--- config.mk ---
export PLATFORM = sky130hd
export DESIGN_NAME = put_glyph_line_flat
export DESIGN_NICKNAME = d
export VERILOG_FILES = /design/src/rtl/put_glyph_line_pkg.sv /design/src/rtl/put_glyph_line_if.sv /design/src/rtl/put_glyph_line.sv /design/src/flat_wrapper.sv
export SDC_FILE = /design/constraint.sdc
export NUM_CORES = 1
export LEC_CHECK = 0
export BUFFER_PORTS_ARGS = -buffer_cell sky130_fd_sc_hd__buf_2
export CAP_MARGIN = 40
export CORE_ASPECT_RATIO = 2
export CORE_MARGIN = 8
export CORE_UTILIZATION = 49
export DETAILED_ROUTE_END_ITERATION = 6
export PLACE_DENSITY = 0.79
export SYNTH_ARGS = -nofsm -noshare
export SYNTH_HDL_FRONTEND = slang
export SYNTH_SLANG_ARGS = --single-unit
--- constraint.sdc ---
create_clock -name clk -period 1.4 [get_ports clk]
set_input_delay 0.42 -clock clk [delete_from_list [all_inputs] [get_ports clk]]
set_output_delay 0.42 -clock clk [all_outputs]
set_load 0.02 [all_outputs]
--- src/rtl/put_glyph_line_pkg.sv ---
// Shared types and helpers for the glyph font store (writer and line reader).
package put_glyph_line_pkg;

  typedef enum logic [1:0] {
    IDLE  = 2'd0,
    LOAD  = 2'd1,
    CLEAR = 2'd2
  } glyph_wr_state_t;

  localparam int unsigned REV_MAX = 64;

  // Mirror the low w bits of v; bits at and above w come back as zero.
  function automatic logic [REV_MAX-1:0] bit_rev(input logic [REV_MAX-1:0] v,
                                                 input int unsigned w);
    logic [REV_MAX-1:0] r;
    r = '0;
    for (int unsigned i = 0; i < REV_MAX; i++) begin
      if (i < w) begin
        r[i] = v[6'(w - 32'd1 - i)];
      end else begin
        r[i] = 1'b0;
      end
    end
    return r;
  endfunction

endpackage

--- src/rtl/put_glyph_line_if.sv ---
// Pixel line stream from the font upload source into the glyph line writer.
interface put_glyph_line_if #(
  parameter int unsigned WIDTH = 8
);
  logic [WIDTH-1:0] line_data;
  logic             line_valid;
  logic             line_ready;

  modport master (output line_data, output line_valid, input line_ready);
  modport slave  (input line_data, input line_valid, output line_ready);
endinterface

--- src/rtl/put_glyph_line.sv ---
// Glyph line writer: code point + HEIGHT pixel lines -> font RAM writes at (ucp-OFFSET)*HEIGHT+line.
// Optional PUT_GLYPH_LINE_CLEAR_EN adds clear_i, which zero-fills the whole font RAM.
module put_glyph_line
  import put_glyph_line_pkg::*;
#(
  parameter int unsigned WIDTH  = 8,
  parameter int unsigned HEIGHT = 16,
  parameter int unsigned COUNT  = 256,
  parameter int unsigned OFFSET = 0,
  parameter bit          LSB    = 1'b0,
  localparam int unsigned DEPTH = HEIGHT * COUNT,
  localparam int unsigned AW    = $clog2(DEPTH)
) (
  input  logic             clk,
  input  logic             rst,
  input  logic             start_i,
  input  logic [7:0]       ucp_i,
`ifdef PUT_GLYPH_LINE_CLEAR_EN
  input  logic             clear_i,
`endif
  put_glyph_line_if.slave  line,
  output logic             ram_we_o,
  output logic [AW-1:0]    ram_addr_o,
  output logic [WIDTH-1:0] ram_data_o,
  output logic             busy_o,
  output logic             done_o,
  output logic             err_o
);

  localparam int unsigned CW     = (HEIGHT > 1) ? $clog2(HEIGHT) : 1;
  localparam logic [8:0]  UCP_LO = 9'(OFFSET);
  localparam logic [8:0]  SLOTS  = 9'(COUNT);
  localparam logic [AW-1:0] H_A  = AW'(HEIGHT);
  localparam logic [CW-1:0] LAST_LINE = CW'(HEIGHT - 1);

  glyph_wr_state_t state_q, state_d;
  logic [AW-1:0]    base_q, base_d;
  logic [CW-1:0]    cnt_q, cnt_d;
  logic             ram_we_q, ram_we_d;
  logic [AW-1:0]    ram_addr_q, ram_addr_d;
  logic [WIDTH-1:0] ram_data_q, ram_data_d;
  logic             busy_q, busy_d, done_q, done_d, err_q, err_d, ready_q, ready_d;

  logic [9:0]       slot_s;
  logic             ucp_ok_s, beat_s, last_line_s, clear_req_s, clr_last_s;
  logic [AW-1:0]    base_s;
  logic [WIDTH-1:0] line_fmt_s;
`ifdef PUT_GLYPH_LINE_CLEAR_EN
  logic [AW-1:0]    clr_q, clr_d;
  localparam logic [AW-1:0] LAST_ADDR = AW'(DEPTH - 1);
  assign clear_req_s = clear_i;
  assign clr_last_s  = (clr_q == LAST_ADDR);
`else
  assign clear_req_s = 1'b0;
  assign clr_last_s  = 1'b0;
`endif

  // A borrow out of the subtraction means ucp is below OFFSET.
  assign slot_s      = {2'b00, ucp_i} - {1'b0, UCP_LO};
  assign ucp_ok_s    = !slot_s[9] && (slot_s[8:0] < SLOTS);
  assign base_s      = AW'(slot_s[8:0]) * H_A;
  assign beat_s      = line.line_valid && ready_q;
  assign last_line_s = (cnt_q == LAST_LINE);

  // Stream bit order to RAM bit order.
  always_comb begin
    line_fmt_s = line.line_data;
    if (LSB) begin
      line_fmt_s = line.line_data;
    end else begin
      line_fmt_s = WIDTH'(bit_rev(REV_MAX'(line.line_data), WIDTH));
    end
  end

  // Next-state logic.
  always_comb begin
    state_d = state_q;
    case (state_q)
      IDLE: begin
        if (clear_req_s) begin
          state_d = CLEAR;
        end else if (start_i && ucp_ok_s) begin
          state_d = LOAD;
        end else begin
          state_d = IDLE;
        end
      end
      LOAD: begin
        if (beat_s && last_line_s) begin
          state_d = IDLE;
        end else begin
          state_d = LOAD;
        end
      end
      CLEAR: begin
        if (clr_last_s) begin
          state_d = IDLE;
        end else begin
          state_d = CLEAR;
        end
      end
      default: state_d = IDLE;
    endcase
  end

  // Datapath and output next values.
  always_comb begin
    base_d     = base_q;
    cnt_d      = cnt_q;
    ram_we_d   = 1'b0;
    ram_addr_d = ram_addr_q;
    ram_data_d = ram_data_q;
    done_d     = 1'b0;
    err_d      = 1'b0;
`ifdef PUT_GLYPH_LINE_CLEAR_EN
    clr_d      = '0;
`endif
    case (state_q)
      IDLE: begin
        if (start_i && !clear_req_s) begin
          if (ucp_ok_s) begin
            base_d = base_s;
            cnt_d  = '0;
          end else begin
            err_d = 1'b1;
          end
        end else begin
          cnt_d = cnt_q;
        end
      end
      LOAD: begin
        if (beat_s) begin
          ram_we_d   = 1'b1;
          ram_addr_d = base_q + AW'(cnt_q);
          ram_data_d = line_fmt_s;
          cnt_d      = cnt_q + CW'(1);
          done_d     = last_line_s;
        end else begin
          cnt_d = cnt_q;
        end
      end
`ifdef PUT_GLYPH_LINE_CLEAR_EN
      CLEAR: begin
        ram_we_d   = 1'b1;
        ram_addr_d = clr_q;
        ram_data_d = '0;
        clr_d      = clr_q + AW'(1);
        done_d     = clr_last_s;
      end
`endif
      default: begin
        ram_we_d = 1'b0;
      end
    endcase
    busy_d  = (state_d != IDLE);
    ready_d = (state_d == LOAD);
  end

  // State register and registered outputs.
  always_ff @(posedge clk) begin
    if (rst) begin
      state_q    <= IDLE;
      base_q     <= '0;
      cnt_q      <= '0;
      ram_we_q   <= 1'b0;
      ram_addr_q <= '0;
      ram_data_q <= '0;
      busy_q     <= 1'b0;
      done_q     <= 1'b0;
      err_q      <= 1'b0;
      ready_q    <= 1'b0;
`ifdef PUT_GLYPH_LINE_CLEAR_EN
      clr_q      <= '0;
`endif
    end else begin
      state_q    <= state_d;
      base_q     <= base_d;
      cnt_q      <= cnt_d;
      ram_we_q   <= ram_we_d;
      ram_addr_q <= ram_addr_d;
      ram_data_q <= ram_data_d;
      busy_q     <= busy_d;
      done_q     <= done_d;
      err_q      <= err_d;
      ready_q    <= ready_d;
`ifdef PUT_GLYPH_LINE_CLEAR_EN
      clr_q      <= clr_d;
`endif
    end
  end

  assign line.line_ready = ready_q;
  assign ram_we_o        = ram_we_q;
  assign ram_addr_o      = ram_addr_q;
  assign ram_data_o      = ram_data_q;
  assign busy_o          = busy_q;
  assign done_o          = done_q;
  assign err_o           = err_q;

endmodule
--- src/flat_wrapper.sv ---
// flat-port wrapper written by rule: the top's interface ports become plain ports
module put_glyph_line_flat import put_glyph_line_pkg::*;
#(
  parameter int unsigned WIDTH  = 8,
  parameter int unsigned HEIGHT = 16,
  parameter int unsigned COUNT  = 256,
  parameter int unsigned OFFSET = 0,
  parameter bit          LSB    = 1'b0,
  localparam int unsigned DEPTH = HEIGHT * COUNT,
  localparam int unsigned AW    = $clog2(DEPTH)
)
  (clk, rst, start_i, ucp_i, ram_we_o, ram_addr_o, ram_data_o, busy_o, done_o, err_o, line_line_data, line_line_valid, line_line_ready);
  put_glyph_line_if #(.WIDTH(WIDTH)) line_i ();
  input  logic clk;
  input  logic rst;
  input  logic start_i;
  input  logic [7:0] ucp_i;
  output logic ram_we_o;
  output logic [AW-1:0] ram_addr_o;
  output logic [WIDTH-1:0] ram_data_o;
  output logic busy_o;
  output logic done_o;
  output logic err_o;
  input wire logic [$bits(line_i.line_data)-1:0] line_line_data;
  input wire logic [$bits(line_i.line_valid)-1:0] line_line_valid;
  output wire logic [$bits(line_i.line_ready)-1:0] line_line_ready;
  assign line_i.line_data = line_line_data;
  assign line_i.line_valid = line_line_valid;
  assign line_line_ready = line_i.line_ready;
  put_glyph_line #(.WIDTH(WIDTH), .HEIGHT(HEIGHT), .COUNT(COUNT), .OFFSET(OFFSET), .LSB(LSB)) u_core (.clk(clk), .rst(rst), .start_i(start_i), .ucp_i(ucp_i), .line(line_i), .ram_we_o(ram_we_o), .ram_addr_o(ram_addr_o), .ram_data_o(ram_data_o), .busy_o(busy_o), .done_o(done_o), .err_o(err_o));
endmodule
# Yosys cells after proc, flatten, opt, wreduce, memory -nomap -nowiden
# Index checks and enable logic that the tools add are counted.
dict set report totals {
  regBits 39
  latchBits 0
  ram_bits 0
  rom_bits 0
  in_bits 20
  out_inout_bits 25
  wordCells 45
  memories 0
}
dict set report classes {
  n_addsub 2
  multipliers 0
  div 0
  magnitude_cmp 1
  n_eq_ne 7
  shifts 0
  mux 9
  n_bitwise 4
  reduce_logical 12
}
# cell count
set ops {}
lappend ops {{adder 12 x 4 -> 12 bit} 1}
lappend ops {{2-to-1 mux 4 bit} 3}
lappend ops {{< comparator 8 x 9 -> 1 bit, second input constant} 1}
lappend ops {{case mux 4 bit (2 select lines)} 1}
lappend ops {{case mux 2 bit (3 select lines)} 1}
lappend ops {{OR reduction 3 bit} 2}
lappend ops {{adder 4 x 1 -> 4 bit, second input constant} 1}
lappend ops {{equality test 2 x 1 -> 1 bit, second input constant} 2}
lappend ops {{equality test 4 bit, second input constant} 1}
lappend ops {{2-to-1 mux 1 bit} 4}
lappend ops {{inequality test 2 x 1 -> 1 bit, second input constant} 2}
lappend ops {{NOT 1 bit} 4}
lappend ops {{AND reduction 4 bit} 1}
lappend ops {{nonzero test 2 bit} 2}
lappend ops {{logical AND 1 bit} 3}
lappend ops {{AND reduction 3 bit} 1}
lappend ops {{equality test 2 bit, second input constant} 1}
lappend ops {{zero test 2 bit} 1}
lappend ops {{inequality test 2 bit, second input constant} 1}
lappend ops {{AND reduction 2 bit} 1}
lappend ops {{OR reduction 2 bit} 1}

# Depth between registers and ports, before layout
# Gate-level depths: netlist of the first run.
dict set report depth {
  ltp_word 5
  depth_mapped 6
  mapped_depth_nobuf 4
}

# Worst setup path after synthesis of the first run
# OpenSTA, ideal clock, no wires.
dict set report synth_timing {
  path_type {flip-flop to flip-flop}
  from {register u_core.state_q[1]}
  to {register u_core.cnt_q[3]}
  setup_ps 129
  arrival_ps 1097
  t_required_ps 1271
  setup_slack_ps 174
  path_stages_with_launch 6
  path_buffers 2
  synth_period_minus_slack_ps 1226
  path_cell_list {dfxtp_1 buf_6 or3b_4 buf_6 o2111ai_2 o41ai_1}
}
dict set report synth_via {
  elab_chain_cells 3
  word_cells_on_any_way 8
  cone_classes {eq/ne: 4; mux: 1; reduce/logical: 3}
}
# item line_no
set synth_rtl {}
lappend synth_rtl {{start: declaration} put_glyph_line.sv:36} ;# glyph_wr_state_t state_q, state_d;
lappend synth_rtl {{start signal: assignment} put_glyph_line.sv:176} ;# state_q <= state_d;
lappend synth_rtl {{equality test 2 x 1 -> 1 bit / zero test 2 bit (equally long branches)} put_glyph_line.sv:118} ;# case (state_q)
lappend synth_rtl {{inequality test 2 x 1 -> 1 bit (no line) (tied with other cells)} n/a}
lappend synth_rtl {{AND reduction 4 bit (no line)} n/a}
lappend synth_rtl {{end signal: assignment} put_glyph_line.sv:178} ;# cnt_q <= cnt_d;
lappend synth_rtl {{end: declaration} put_glyph_line.sv:38} ;# logic [CW-1:0] cnt_q, cnt_d;
# Parallel ways exist; a longest one is shown, timed or not.
# A chain may end at the register's enable or synchronous reset.

# Worst setup path after layout of the first run
dict set report layout_timing {
  from {register u_core.ready_q, in the netlist u_core.line.line_ready}
  to {output port line_line_ready}
}
# item line_no
set layout_lines {}
lappend layout_lines {{start: declaration} put_glyph_line.sv:42} ;# logic busy_q, busy_d, done_q, done_d, err_q, err_d, ready_q, ready_d;
lappend layout_lines {{start signal: assignment} put_glyph_line.sv:185} ;# ready_q <= ready_d;
lappend layout_lines {{end: declaration} flat_wrapper.sv:26} ;# output wire logic [$bits(line_i.line_ready)-1:0] line_line_ready;
# No word-level cell between the ends.

==> results of run 1 <==
-- layer usage --
metal | global-route usage (%) | wire, um | vias up
li1 | - | - | 643
met1 | 13.6 | 1160 | 545
met2 | 20.3 | 1410 | 37
met3 | 5.46 | 319 | 6
met4 | 7.02 | 56 | 0
met5 | 0 | 0 | -
-- area by class of cell --
| cell class | instances | area, sq um | share of cell area [%] |
|---|---|---|---|
| multi-input combinational | 115 | 579 | 33.1 |
| inverter | 2 | 7.51 | 0.429 |
| clock inverter | 1 | 5.00 | 0.286 |
| timing repair buffer | 49 | 273 | 15.6 |
| tap | 30 | 37.5 | 2.14 |
| clock buffer | 7 | 86.3 | 4.93 |
| sequential | 38 | 762 | 43.5 |
-- worst max path at each step --
stage | endpoint | cells after the start | slack, ns
final | line_line_ready | 1 | 0.1
after global routing | u_core.line.line_ready$_SDFF_PP0_ | 4 | 0.02
after CTS | u_core.ram_addr_o[8]$_SDFFE_PP0N_ | 4 | 0.06
after detailed placement | u_core.ram_addr_o[8]$_SDFFE_PP0N_ | 4 | 0.09
after global placement | u_core.cnt_q[3]$_SDFFE_PP0P_ | 4 | 0.10
after floorplan | u_core.cnt_q[3]$_SDFFE_PP0P_ | 5 | 0.17
-- cells in the final DEF (no fill, tap or decap), drive strengths merged --
| master | instances |
|---|---|
| nand2 | 58 |
| nor3b | 2 |
| or3b | 1 |
| o2111ai | 1 |
| o32ai | 1 |
| nand4b | 1 |
| a31oi | 1 |
| dfxtp | 38 |
| nor4bb | 1 |
| nor3 | 1 |
| and4b | 1 |
| buf | 49 |
| nand3 | 5 |
| ha | 1 |
| a2111oi | 2 |
| conb | 1 |
| clkinv | 1 |
| nand2b | 1 |
| a21oi | 31 |
| inv | 2 |
| nand3b | 1 |
| nor2 | 4 |
| o41ai | 1 |
| clkbuf | 7 |
-- report_power, final --
| part | total [mW] | switching [mW] | internal, mW | leakage [nW] |
|---|---|---|---|---|
| Clock | 0.756 | 0.359 | 0.397 | 0.0482 |
| Sequential | 1.12 | 0.0160 | 1.11 | 0.309 |
| Combinational | 0.156 | 0.0922 | 0.0640 | 0.389 |
| Total | 2.04 | 0.467 | 1.57 | 0.746 |
-- logic make-up (layout without fill, tap and decap cells) --
group                    Yosys count  count (layout)  share of synthesized area (%)
AND/OR/NAND/NOR                   76              76                           24.3
flip-flops                        38              38                           52.7
AO/OA/AOI/OAI                     37              37                           14.6
buffers and inverters             15              59                           7.19
adder cells (fa/ha/maj)            1               1                          0.866
other                              1               1                          0.260
-- per-stage QoR --
stage	power (mW)	instance area (sq um)	std cells	hold slack [ns]
2_1_floorplan	1.25	1440	168	0.432
3_3_place_gp	1.30	1660	234	0.435
3_5_place_dp	1.31	1660	234	0.443
4_1_cts	2.06	1750	242	0.354
5_1_grt	2.13	1750	242	0.359
6_report	2.04	1750	242	0.362
-- registers in the layout (all words and copies together), names as in the netlist --
signal and flops:
u_core.ram_addr_o 12, u_core.base_q 8, u_core.ram_data_o 8, u_core.cnt_q 4, u_core.state_q 2, u_core.busy_o 1, u_core.done_o 1, u_core.line.line_ready 1
u_core.ram_we_o 1
==> run_results.csv, run 1 <==
group,metric,value,unit
route,drt-total-wl,2.94,mm
clock_network,cts_tree,"done",
setup_path,cp_max_fo,4,
setup_path,crit_buf_inv,1,
route,ant_nets,0,
clock_network,clock_sinks,38,
cells_and_area,fill_cells,289,
route,wire_per_inst,12.2,um
setup_path,cp_slowest_cell,"dfxtp_1",
floorplan,die_w,54.4,um
yosys,syn_inst,168,
floorplan,start_util,50.3,%
floorplan,core.rowCount,28,
clock_network,clk_pin_slew,0.07,ns
run_status,status,"completed",
setup_path,worstReg2RegStart,"u_core.cnt_q[0]$_SDFFE_PP0P_",
route,drt_iter0_markers,27,
setup_path,worstReg2RegEnd,"u_core.state_q[0]$_SDFF_PP0_",
power,cellPowerDensity,1160,mW/mm^2
yosys,synth_ff_type,"dfxtp_1",
yosys,syn_nets,189,
yosys,async_flop_share,0,%
yosys,synth-edff-count,0,
job,drv_cap,0,
setup_path,crit_start,"u_core.line.line_ready$_SDFF_PP0_",
clock_network,htreeDepth,2,
timing,period_share,93.0,%
cells_and_area,area_delta_synth_final,21.2,%
floorplan,fp.dieArea,0.00505,sq mm
setup_path,crit_path_start_kind,"register",
yosys,yosysSeqAreaShare,52.7,%
timing,layout_min_cycle_time,1.30,ns
yosys,synth-seq-cells,38,
clock_network,cts_buffer_depth,2,
timing,layout_setup_ws,0.0974,ns
setup_path,crit_path_cell_trace,"buf_2",
hold_path,whs_path_depth,3,
clock_network,numCtsBuffers,5,
timing,final.setup_skew,0.00831,ns
global_route,grt_pass1_vias,1238,
yosys,ys_types,26,
global_route,grt_pass1_wl,5.07,mm
clock_network,postCtsHoldBufs,0,
setup_path,ff2ff_path_depth,4,
power,peakVddDrop,0.860,mV
yosys,synth.most_common_cell,"nand2_1",
timing,hold_violations,0,
setup_path,rrSetupSlack,0.12,ns
cells_and_area,nNetsFinal,232,
route,drcViolationCount,0,
global_route,grt_overflow,0,
timing,final_max_slew_viol_count,0,
route,vias,1231,
floorplan,die_h,92.8,um
route,vias_per_cell,5.09,
yosys,synth_area_leaders,"dfxtp_1, nand2_1, a21oi_1",
place,gp_congestion,0.740,
place,dp_slack,0.0884,ns
clock_network,worstSkewPairLatency,0.29,ns
power,p_leak,0.746,nW
cells_and_area,drive_gt1_share,28.8,%
timing,setup_viol,0,
timing,rsz0062_at_grt,"false",
floorplan,coreArea,0.00287,sq mm
timing,tns,0,ns
place,dp.final_hpwl,2.16,mm
route,dr.pass1.iters,4,
setup_path,crit_path_end_kind,"output pin",
global_route,grt_usage,12.9,%
setup_path,critPathKind,"reg2out",
clock_network,root_buffer,"clkbuf_8",
setup_path,critPathTopFamily,"flip-flops",
yosys,synth_warnings,0,
yosys,avgSynthCellArea,8.59,sq um
global_route,antenna_found_initial,0,
setup_path,worstPathRequired,0.98,ns
yosys,synth.largest_area_cell,"dfxtp_1",
cells_and_area,diodes,0,
yosys,synthTopCellsByCount,"nand2_1, dfxtp_1, a21oi_1",
setup_path,cpPeakStageDelay,0.40,ns
clock_network,cts-resized-gates,0,
cells_and_area,postLayoutCoreUtil,60.9,%
hold_path,min_to,"u_core.base_q[7]$_SDFFE_PP0P_",
yosys,synth_top_cell_area_share,52.7,%
setup_path,arrival,0.88,ns
hold_path,hold_start,"ucp_i[3]",
place,port_buffers,43,
yosys,synth_area,0.00144,sq mm
clock_network,post_cts.repair.setup_buffers,0,
global_route,grt_max_degree,22,
hold_path,hp-class,"in2reg",
timing,fmaxAchievable,0.768,GHz
floorplan,io_pins,45,
(Power assumes the default switching activity.)
==> run 2, diff against run 1 <==
==> constraint.sdc (replaced) <==
create_clock -name clk -period 1.35 [get_ports clk]
set_input_delay 0.405 -clock clk [delete_from_list [all_inputs] [get_ports clk]]
set_output_delay 0.405 -clock clk [all_outputs]
set_load 0.02 [all_outputs]
==> run 2 against run 1 <==
  * Cell area up 3.9%
  * Count of clock-buffer cells in the layout down 2
  * Routed wire length up 6.8%
  * Core utilization up 2.4 points
  * Critical endpoint unchanged
==> run_results.csv, run 2 (synthesis gave the netlist of run 1 again) <==
group,metric,value,unit
run_status,status,"completed",
timing,final.setup_skew,0.00406,ns
floorplan,io_pins,45,
hold_path,hold_start,"line_line_data[4]",
route,wire_per_inst,12.9,um
timing,hold_violations,0,
hold_path,hp-class,"in2reg",
setup_path,crit_path_end_kind,"output pin",
timing,setup_viol,0,
floorplan,die_h,92.8,um
place,gp_congestion,0.772,
timing,layout_min_cycle_time,1.29,ns
clock_network,root_buffer,"clkbuf_8",
floorplan,die_w,54.4,um
timing,rsz0062_at_grt,"false",
global_route,antenna_found_initial,0,
setup_path,critPathKind,"reg2out",
cells_and_area,fill_cells,282,
route,drt_iter0_markers,32,
clock_network,cts_tree,"done",
cells_and_area,largest_reg_flops,12,
cells_and_area,area_delta_synth_final,26.0,%
floorplan,fp.dieArea,0.00505,sq mm
power,cellPowerDensity,1360,mW/mm^2
route,drt-total-wl,3.14,mm
place,port_buffers,43,
setup_path,crit_path_cell_trace,"buf_2",
floorplan,core.rowCount,28,
global_route,grt_overflow,0,
setup_path,worstPathRequired,0.95,ns
setup_path,worstReg2RegStart,"u_core.cnt_q[0]$_SDFFE_PP0P_",
setup_path,cpPeakStageDelay,0.40,ns
power,p_leak,0.776,nW
clock_network,cts-resized-gates,0,
setup_path,arrival,0.89,ns
clock_network,numCtsBuffers,5,
cells_and_area,diodes,0,
clock_network,clk_pin_slew,0.08,ns
power,p_total,2.47,mW
setup_path,crit_start,"u_core.line.line_ready$_SDFF_PP0_",
setup_path,cp_max_fo,4,
global_route,grt_usage,13.5,%
cells_and_area,mostFrequentLayoutCell,"nand2_1",
clock_network,cts_buffer_depth,2,
clock_network,worstSkewPairLatency,0.29,ns
clock_network,htreeDepth,2,
clock_network,post_cts.repair.setup_buffers,0,
clock_network,clock_sinks,38,
route,vias_per_cell,5.18,
floorplan,coreArea,0.00287,sq mm
route,dr.pass1.iters,4,
setup_path,crit_buf_inv,1,
setup_path,cp_slowest_cell,"dfxtp_1",
global_route,grt_pass1_vias,1289,
cells_and_area,mostFrequentLayoutCells,"nand2_1, buf_2, dfxtp_1",
job,drv_cap,0,
cells_and_area,nNetsFinal,234,
timing,period_share,95.6,%
route,ant_nets,0,
global_route,grt_max_degree,22,
timing,final_max_slew_viol_count,0,
setup_path,crit_path_start_kind,"register",
route,drcViolationCount,0,
setup_path,critPathTopFamily,"flip-flops",
timing,fmaxAchievable,0.774,GHz
cells_and_area,drive_gt1_share,30.4,%
global_route,grt_pass1_wl,5.28,mm
timing,tns,0,ns
place,dp.final_hpwl,2.29,mm
floorplan,start_util,50.3,%
power,peakVddDrop,0.961,mV
route,vias,1263,
clock_network,postCtsHoldBufs,0,
cells_and_area,postLayoutCoreUtil,63.3,%
## run 2: changes by cell type in the layout (fill, tap and decap cells not counted), sizes merged
| cell | previous run | this run |
|---|---|---|
| buf | 49 | 51 |
| bufinv | 0 | 2 |
| clkbuf | 7 | 5 |
## run 2: layout make-up
type / instances / area [sq um] / share of cell area (%)
Sequential cell: 38 / 761 / 41.8
Multi-Input combinational cell: 115 / 588 / 32.3
Timing Repair Buffer: 51 / 288 / 15.8
Clock buffer: 5 / 68.8 / 3.78
Clock inverter: 3 / 68.8 / 3.78
Tap cell: 30 / 37.5 / 2.06
Inverter: 2 / 7.51 / 0.413
## run 2: path summary, 6_finish.rpt
path                                            end  cells after the start  slack, ns
setup / recovery                    line_line_ready                      1       0.06
hold / removal    u_core.ram_data_o[3]$_SDFFE_PP0N_                      3       0.34
setup reg to reg  u_core.line.line_ready$_SDFF_PP0_                      4       0.13
hold reg to reg   u_core.ram_addr_o[6]$_SDFFE_PP0N_                      2       0.45
## run 2: layer usage
metal  vias to the layer above  GRT usage [%]  wire [um]
met2                        40           21.9       1500
met3                         9           6.10        321
met1                       570           13.5       1240
li1                        644              -          -
met4                         0           7.44         87
met5                         -              0          0
## run 2: report_power, final
| group | total, mW | switching (mW) | internal [mW] |
|---|---|---|---|
| clock network | 1.14 | 0.399 | 0.740 |
| logic | 0.168 | 0.0991 | 0.0687 |
| registers | 1.17 | 0.0164 | 1.15 |
| total | 2.47 | 0.515 | 1.96 |
## run 2: per-stage QoR
stage,setup slack [ns],instances,hold slack (ns),cell area [sq um]
after CTS,0.0415,244,0.336,1810
after global placement,0.0673,236,0.436,1670
after floorplan,0.124,168,0.432,1440
after global routing,0.0175,244,0.337,1820
final,0.0587,244,0.344,1820
after detailed placement,0.0125,236,0.444,1670
